## src/rtl/pc_redirect_ctrl.sv

```systemverilog
// pc_redirect_ctrl: fetch PC selection with static branch prediction and mispredict recovery.
// Optional statistics counters are compiled in with `define BRANCH_STATS_EN.
module pc_redirect_ctrl #(
  parameter int DATA_WIDTH = 32,
  parameter logic [DATA_WIDTH-1:0] RESET_PC = '0
) (
  input  logic                  clk,
  input  logic                  rst,
  input  logic                  stall,
  input  logic                  Branch_d,
  input  logic                  predict_taken,
  input  logic [DATA_WIDTH-1:0] target_d,
  input  logic                  Branch_e,
  input  logic                  EQ,
  input  logic [DATA_WIDTH-1:0] correct_PC,
  output logic [DATA_WIDTH-1:0] PC_f,
  output logic                  flush_d,
  output logic                  flush_e,
  output logic                  mispredict,
  output logic [31:0]           branch_count,
  output logic [31:0]           mispredict_count
);
  typedef enum logic {RUN, RECOVER} state_t;
  state_t state;
  logic pred_e, run, br_e, redirect;
  logic [DATA_WIDTH-1:0] pc_next;
  always_comb begin
    run        = state == RUN;
    br_e       = run & Branch_e;
    redirect   = run & Branch_d & predict_taken;
    mispredict = br_e & (EQ != pred_e);
    flush_e    = mispredict;
    flush_d    = mispredict | (redirect & ~stall);
    pc_next    = mispredict ? correct_PC :
                 stall      ? PC_f :
                 redirect   ? target_d : PC_f + DATA_WIDTH'(4);
  end
  always_ff @(posedge clk) begin
    if (rst) begin
      state  <= RUN;
      PC_f   <= RESET_PC;
      pred_e <= 1'b0;
    end else begin
      state  <= mispredict ? RECOVER : RUN;
      PC_f   <= pc_next;
      pred_e <= (mispredict | stall | ~run) ? 1'b0 : Branch_d & predict_taken;
    end
  end
`ifdef BRANCH_STATS_EN
  always_ff @(posedge clk) begin
    if (rst) begin
      branch_count     <= '0;
      mispredict_count <= '0;
    end else begin
      if (br_e && branch_count != '1) branch_count <= branch_count + 32'd1;
      if (mispredict && mispredict_count != '1) mispredict_count <= mispredict_count + 32'd1;
    end
  end
`else
  assign branch_count     = '0;
  assign mispredict_count = '0;
`endif
endmodule

```

## config.mk

```make
export PLATFORM = sky130hd
export DESIGN_NAME = pc_redirect_ctrl
export DESIGN_NICKNAME = d
export VERILOG_FILES = /design/src/rtl/pc_redirect_ctrl.sv
export SDC_FILE = /design/constraint.sdc
export NUM_CORES = 1
export LEC_CHECK = 0
export CAP_MARGIN = 40
export CELL_PAD_IN_SITES_DETAIL_PLACEMENT = 0
export CELL_PAD_IN_SITES_GLOBAL_PLACEMENT = 1
export CORE_UTILIZATION = 27
export CTS_BUF_LIST = sky130_fd_sc_hd__clkbuf_16
export DETAILED_ROUTE_END_ITERATION = 7
export GPL_TIMING_DRIVEN = 0
export MAX_ROUTING_LAYER = met4
export PLACE_DENSITY = 0.82
export SLEW_MARGIN = 10
export SYNTH_ARGS = -nofsm -noshare
export SYNTH_HDL_FRONTEND = slang
export SYNTH_SLANG_ARGS = --single-unit
```

## constraint.sdc

```tcl
create_clock -name clk -period 2.8 [get_ports clk]
set_input_delay 0.28 -clock clk [delete_from_list [all_inputs] [get_ports clk]]
set_output_delay 0.28 -clock clk [all_outputs]
set_load 0.05 [all_outputs]
```

Word level (Yosys, flattened, before mapping)
Index checks and enable logic that the tools add are counted. W data, S select, Z words.

Flip-flop bits (word level): 34. Bits of input ports: 71. Output and inout bits: 99. Word-level logic and storage cells: 22.

Add/subtract/negate cells: 1. Equality and inequality tests: 2. Multiplexer cells: 4. Bitwise operators: 11. Reductions and logical operators: 1.

Operators by type and width (count): $mux W32 (3); $add A32 B3 Y32 const B (1); $and A1 B1 Y1 (6); $or A1 B1 Y1 (3); $ne A2 B1 Y1 const B (1); $not A1 Y1 (2); $reduce_or A2 Y1 (1); $mux W1 (1); $ne A1 B1 Y1 (1).

Longest topological paths before layout
Gate-level depths: netlist of the first run.

Word-level depth: 6. Gate-level depth with buffers: 8. Depth with buffers taken out: 6.

Least setup slack after synthesis of the first run
OpenSTA, ideal clock, no wires.

Kind: register -> register. From: reg PC_f[2]. To: reg PC_f[24]. Arrival: 2376 ps. Required time: 2678 ps. Setup slack: 302 ps. Cell stages (with the launch flop): 8. Path buffers: 1. Clock period less this slack: 2498 ps. Cells stage by stage: dfxtp_1 -> ha_1 -> nand4_1 -> or4_1 -> buf_2 -> nor4_4 -> nor2_1 -> o32a_1.

Word-level cells in the longest chain between the ends: 4.

RTL lines: start, declared (RTL line 16) `output logic [DATA_WIDTH-1:0] PC_f,`; start signal, assigned (RTL line 45) `PC_f <= pc_next;`; $add A32 B3 Y32 (RTL line 36) `redirect ? target_d : PC_f + DATA_WIDTH'(4);`; $mux W32 (RTL line 36); $mux W32 (RTL line 35) `stall ? PC_f :`; $mux W32 (RTL line 34) `pc_next = mispredict ? correct_PC :`.

Every way passes these cells. The select of a mux whose other input is x is not followed. A chain may end at the register's enable or synchronous reset.

Worst setup path after layout of the first run
From: in Branch_d. To: out flush_d.

Word-level cells in the longest chain between the ends: 4.

RTL lines: start, declared (RTL line 10) `input logic Branch_d,`; $and A1 B1 Y1 (2 in a row) (RTL line 30) `redirect = run & Branch_d & predict_taken;`; $and A1 B1 Y1 (RTL line 33) `flush_d = mispredict | (redirect & ~stall);`; $or A1 B1 Y1 (RTL line 33); end, declared (RTL line 17) `output logic flush_d,`.

Every way passes these cells.

==> flow_metrics.py, run 1 <==
metrics = {
    "timing": {
        "rsz0062_at_grt": "no",
        "setup_tns_ns": 0,
        "fmax_mhz": 372.6,
        "fin_ws_ns": 0.1162,
        "clock_skew_ns": 0.003385,
        "hold_viol": 0,
        "whs_ns": 0.5190,
        "finalMaxSlewViolations": 0,
        "report.final.setup_viol": 0,
        "max-slew-margin-rel": 0.5406,
        "fin_crit_ns": 2.684,
        "finalCritPeriodShare": 0.9585,
        "tightest_slew_ns": 0.6844,
    },
    "pwr": {
        "p_leak_nw": 1.969,
        "irDropWorstVdd_mv": 0.2436,
        "total_power_mw": 2.040,
        "power_density_nw_per_um2": 436.9,
    },
    "hold_path": {
        "hp-class": "reg -> reg",
    },
    "synth": {
        "syn-mean-instance-area_um2": 7.351,
        "yosys.area.top_type": "dfxtp_1",
        "synth_enable_flop_cells": 0,
        "synth_warnings": 0,
        "ys_top_cells_by_count": "buf_4, dfxtp_1, o21ai_0, nand2_1, a21oi_1",
        "ys_ff_latch": 34,
        "postSynthCellCount": 416,
        "synth_area_leaders": "dfxtp_1, buf_4, o21ai_0",
        "synth_top_cell_area_share": 0.2226,
        "syn_area_um2": 3058,
        "async_flop_share": 0,
        "synthMostInstantiatedCell": "buf_4",
        "ys.flop_type": "dfxtp_1",
        "synth_cell_types": 62,
        "ys_seq_area_frac": 0.2226,
    },
    "worst_setup_path": {
        "cp-start-kind": "input pin",
        "cp_max_fo": 10,
        "cp.required_ns": 2.52,
        "end_kind": "output port",
        "critical_path_class": "in -> out",
        "cp_data_arrival_time_ns": 2.40,
    },
    "global_route": {
        "grt_overflow": 0,
        "met3_usage": 0.03556,
        "grt_pass1_wl_mm": 18.58,
        "grt_start_max_net_pins": 20,
        "met1_usage": 0.2889,
        "antenna_found_initial": 0,
        "first_global_vias": 3389,
        "busiest_layer": "met2",
        "grtUsageMet2": 0.3400,
        "grt_usage": 0.2165,
    },
    "route": {
        "avgRoutedWirePerCell_um": 17.17,
        "num_vias": 3675,
        "ant_nets": 0,
        "viasPerCell": 5.034,
        "drc": 0,
        "firstDrtPassIters": 4,
        "drtIter0Drc": 276,
        "drt-total-wl_mm": 12.54,
    },
    "clocking": {
        "worstSkewPairLatency_ns": 0.28,
        "clk_pin_slew_ns": 0.06,
        "clockBufferDepth": 2,
        "cts_root_buffer": "clkbuf_16",
        "numCtsBuffers": 5,
        "cts_tree": "done",
        "htree_num_levels": 2,
        "cts_setup_buffers": 0,
        "cts_num_sinks": 34,
    },
    "place": {
        "pre_cts_slack_ns": -0.6999,
        "place_hpwl_mm": 9.385,
        "io_buffer_count": 105,
        "gp_congestion": 0.8690,
    },
    "floorplan": {
        "core_um2": 10940,
        "start_util": 0.2796,
        "std_cell_rows": 38,
        "die_area_um2": 11750,
        "die_y_um": 108.4,
        "die_w_um": 108.4,
        "io_pins": 170,
    },
    "job": {
        "drv_cap": 0,
    },
    "finish": {
        "area_growth_pct": 52.70,
        "fill_cells": 1133,
        "utilization": 0.4270,
        "antennaDiodeCount": 0,
        "drive_gt1_frac": 0.1593,
        "nets": 661,
    },
    "run_status": {
        "status": "finished clean",
    },
}
-- state kept, by name (all words and copies together), names as in the netlist --
name    flops
PC_f       32
pred_e      1
state       1
-- timing repair --
action	CTS	global route
endpoints found under the setup margin	3	3
pin swaps	0	0
resized for setup	12	5
hold buffers	0	0
-- routing by layer --
metal | vias up | part of all wire
li1 | 1772 | -
met1 | 1705 | 0.45
met2 | 182 | 0.45
met3 | 16 | 0.081
met4 | 0 | 0.014
met5 | - | 0
-- path summary, 6_finish.rpt --
path                   startpoint  cells after the start                     to  slack (ns)
max                      Branch_d                      6                flush_d        0.12
min          PC_f[1]$_SDFFE_PP0P_                      2   PC_f[1]$_SDFFE_PP0P_        0.52
max reg2reg  PC_f[2]$_SDFFE_PP0P_                      7  PC_f[24]$_SDFFE_PP0P_        0.47
min reg2reg  PC_f[1]$_SDFFE_PP0P_                      2   PC_f[1]$_SDFFE_PP0P_        0.52
-- metrics by stage --
step           std cells  instance area, um2
2_1_floorplan        479                3294
3_3_place_gp         724                4521
3_5_place_dp         724                4521
4_1_cts              730                4656
5_1_grt              730                4669
6_report             730                4669
-- worst max-delay path: stages --
cell and delay (ns):
clkdlybuf4s50_1 0.46, nand3b_1 0.36, clkbuf_1 0.44, clkbuf_2 0.36
o21ai_0 0.13, clkdlybuf4s18_2 0.37
-- cells in the final DEF (no fill, tap or decap), types with 7 or more instances in the layout --
master and n:
or3_1 11, clkbuf_1 14, dfxtp_1 34, buf_4 65
a31oi_1 10, o211ai_1 8, nor3_1 10, clkdlybuf4s50_1 102
nand4_1 10, and3_1 7, nand3_1 18, nand2_1 29
nor2_1 26, conb_1 64, a21o_1 7, a21oi_1 27
o21ai_0 31
-- logic make-up (layout without fill, tap and decap cells) --
family	after synthesis	count (layout)	share of synthesized area
flops	34	34	0.2226
other cells	1	64	0.001226
buf+inv	98	209	0.2025
compound gates	132	132	0.2889
mux	2	2	0.006547
simple gates	144	144	0.2602
fa+ha+maj	1	1	0.004091
xor+xnor	4	4	0.01391
-- power breakdown --
group          internal [mW]  switching [mW]
Sequential             0.527          0.0661
Combinational          0.321           0.571
Clock                  0.322           0.232
Total                   1.17           0.870
-- layout make-up --
type | instances | area (um2) | area share
sequential | 34 | 680.7 | 0.1458
clock inverter | 3 | 12.51 | 0.002680
multi-input combinational | 347 | 2008 | 0.4301
timing repair buffer | 105 | 1051 | 0.2251
clock buffer | 5 | 125.1 | 0.02680
inverter | 7 | 26.28 | 0.005627
buffer | 89 | 590.6 | 0.1265
tap | 140 | 175.2 | 0.03751
Power figures use the tool's default switching activity.
==> inputs of run 2 (changes only) <==
--- a/config.mk
+++ b/config.mk
@@ -18,3 +18,4 @@
 export SYNTH_ARGS = -nofsm -noshare
 export SYNTH_HDL_FRONTEND = slang
 export SYNTH_SLANG_ARGS = --single-unit
+export TNS_END_PERCENT = 10
==> run 2 against run 1 <==
Flip-flop and latch count unchanged. Largest cell class unchanged. Sequential share of layout area about the same. Critical path type unchanged. Register-to-register slack about the same. Cell count increased by 0.14%. Core utilization increased by 0.092 points. Highest routed layer unchanged. Combinational power about the same. Critical endpoint unchanged.
==> flow_metrics.py, run 2 (synthesis results as in run 1) <==
metrics = {
    "finish": {
        "fill_cells": 1136,
        "multi_input_area_um2": 2008,
        "largest_reg_flops": 32,
        "final_cells": 731,
        "reg_top3": "PC_f: 32 flops, pred_e: 1 flops, state: 1 flops",
        "regArea_um2": 680.7,
        "antennaDiodeCount": 0,
        "regMostFlops": "PC_f",
        "mostFrequentLayoutCells": "clkdlybuf4s50_1, buf_4, conb_1",
        "drive_gt1_frac": 0.1624,
        "area_growth_pct": 53.03,
        "nets": 662,
        "layout_commonest_cell": "clkdlybuf4s50_1",
    },
    "hold_path": {
        "holdCritStartpoint": "PC_f[1]$_SDFFE_PP0P_",
        "hp-class": "reg -> reg",
    },
    "worst_setup_path": {
        "cp_data_arrival_time_ns": 2.44,
        "max_stage_delay_ns": 0.46,
        "critical_path_class": "in -> out",
        "cp-start-kind": "input pin",
        "cp_max_fo": 10,
        "critPathLaunch": "Branch_d",
        "crit_family": "buffers and inverters",
        "r2r_setup_slack_ns": 0.46,
        "cp.required_ns": 2.52,
        "r2r_start": "PC_f[2]$_SDFFE_PP0P_",
        "cp.buffers_inverters": 4,
        "path_cells": "clkdlybuf4s50_1 -> nand3b_1 -> clkbuf_1 -> clkbuf_2 -> o21ai_0 -> clkdlybuf4s18_2",
        "slowest_stage": "clkdlybuf4s50_1",
        "end_kind": "output port",
    },
    "clocking": {
        "clk_pin_slew_ns": 0.06,
        "cts_root_buffer": "clkbuf_16",
        "cts_tree": "done",
        "worstSkewPairLatency_ns": 0.28,
        "cts_hold_buf": 0,
        "cts_num_sinks": 34,
        "htree_num_levels": 2,
        "numCtsBuffers": 5,
        "clockBufferDepth": 2,
    },
    "route": {
        "firstDrtPassIters": 5,
        "top_layer": "met4",
        "num_vias": 3688,
        "viasPerCell": 5.045,
        "drtIter0Drc": 229,
        "wl_met1_mm": 5.579,
        "drt-total-wl_mm": 12.54,
        "drc": 0,
        "avgRoutedWirePerCell_um": 17.15,
        "met2_length_mm": 5.714,
        "ant_nets": 0,
        "met3_length_mm": 1.074,
    },
    "timing": {
        "max-slew-margin-rel": 0.5374,
        "fin_crit_ns": 2.722,
        "clock_skew_ns": 0.003829,
        "tightest_slew_ns": 0.6892,
        "report.final.setup_viol": 0,
        "rsz0062_at_grt": "no",
        "fin_ws_ns": 0.07768,
        "finalCritPeriodShare": 0.9723,
        "finalMaxSlewViolations": 0,
        "hold_viol": 0,
        "fmax_mhz": 367.3,
    },
    "global_route": {
        "antenna_found_initial": 0,
        "grt_usage": 0.2166,
        "first_global_vias": 3396,
        "grt_pass1_wl_mm": 18.59,
        "grt_start_max_net_pins": 20,
        "grt_overflow": 0,
    },
    "pwr": {
        "intPower_mw": 1.172,
        "total_power_mw": 2.039,
        "p_leak_nw": 1.971,
        "p_switching_mw": 0.8673,
        "p_seq_frac": 0.291,
        "p_clk_frac": 0.271,
        "combPwrFrac": 0.438,
        "swShare": 0.4253,
        "power_density_nw_per_um2": 435.8,
        "irDropWorstVdd_mv": 0.2435,
    },
    "place": {
        "place_hpwl_mm": 9.385,
        "dp_cells": 724,
        "io_buffer_count": 105,
        "gp_congestion": 0.8690,
        "pre_cts_slack_ns": -0.6999,
    },
    "floorplan": {
        "core_um2": 10940,
        "die_w_um": 108.4,
        "start_util": 0.2796,
        "std_cell_rows": 38,
        "die_area_um2": 11750,
        "die_y_um": 108.4,
        "io_pins": 170,
    },
    "job": {
        "drv_cap": 0,
    },
    "run_status": {
        "status": "finished clean",
    },
}
==> run 2: cell count changes in the layout (fill, tap and decap cells not counted), sizes merged <==
cell,previous run,this run
clkdlybuf4s15,1,2
buf,71,72
dlygate4sd2,1,0
==> run 2: worst paths after layout <==
path                            cells past startpoint                    end
worst max register to register                      7  PC_f[24]$_SDFFE_PP0P_
worst max-delay path                                6                flush_d
worst min-delay path                                2   PC_f[1]$_SDFFE_PP0P_
worst min register to register                      2   PC_f[1]$_SDFFE_PP0P_
==> run 2: worst reg2reg max path, delay by kind of cell, from the launching register on <==
family                     cells  cell delay [ns]
DFF                            1             0.47
adders and majority gates      1             0.31
and+or+nand+nor                4             0.96
buffers and inverters          1             0.18
AOI/OAI and AO/OA              1             0.32
==> run 2: through the flow <==
stage / instance area, um2 / util / setup TNS, ns / hold WS, ns
final: 4679 / 0.4279 / 0 / 0.5180
after global routing: 4679 / 0.4279 / 0 / 0.5476
after CTS: 4666 / 0.4267 / 0 / 0.5218
after detailed placement: 4521 / 0.4134 / -1.508 / 0.5059
after global placement: 4521 / 0.4134 / -1.576 / 0.5037
after floorplan: 3294 / - / 0 / 0.4086
==> run 2: layout make-up <==
| class | count | share of cell area |
|---|---|---|
| Inverter | 7 | 0.005615 |
| Sequential cell | 34 | 0.1455 |
| Clock inverter | 3 | 0.002674 |
| Tap cell | 140 | 0.03743 |
| Timing Repair Buffer | 105 | 0.2251 |
| Multi-Input combinational cell | 347 | 0.4291 |
| Buffer | 90 | 0.1278 |
| Clock buffer | 5 | 0.02674 |
==> run 2: power groups by stage <==
stage | Combinational [mW] | Sequential (mW) | Clock [mW]
2_1_floorplan | 0.471 | 0.729 | 0
3_3_place_gp | 0.884 | 0.600 | 0
3_5_place_dp | 0.884 | 0.602 | 0
4_1_cts | 0.886 | 0.592 | 0.559
5_1_grt | 0.942 | 0.601 | 0.580
6_report | 0.893 | 0.594 | 0.552
==> run 2: per-layer routing <==
metal,global-route usage,vias up
met5,-,-
li1,-,1773
met3,0.03556,18
met1,0.2882,1708
met2,0.3404,189
met4,0.05212,0
==> run 2: repair_timing <==
action | CTS | global route
gates resized for setup | 15 | 5
setup endpoints to repair | 3 | 2
setup buffers | 0 | 0
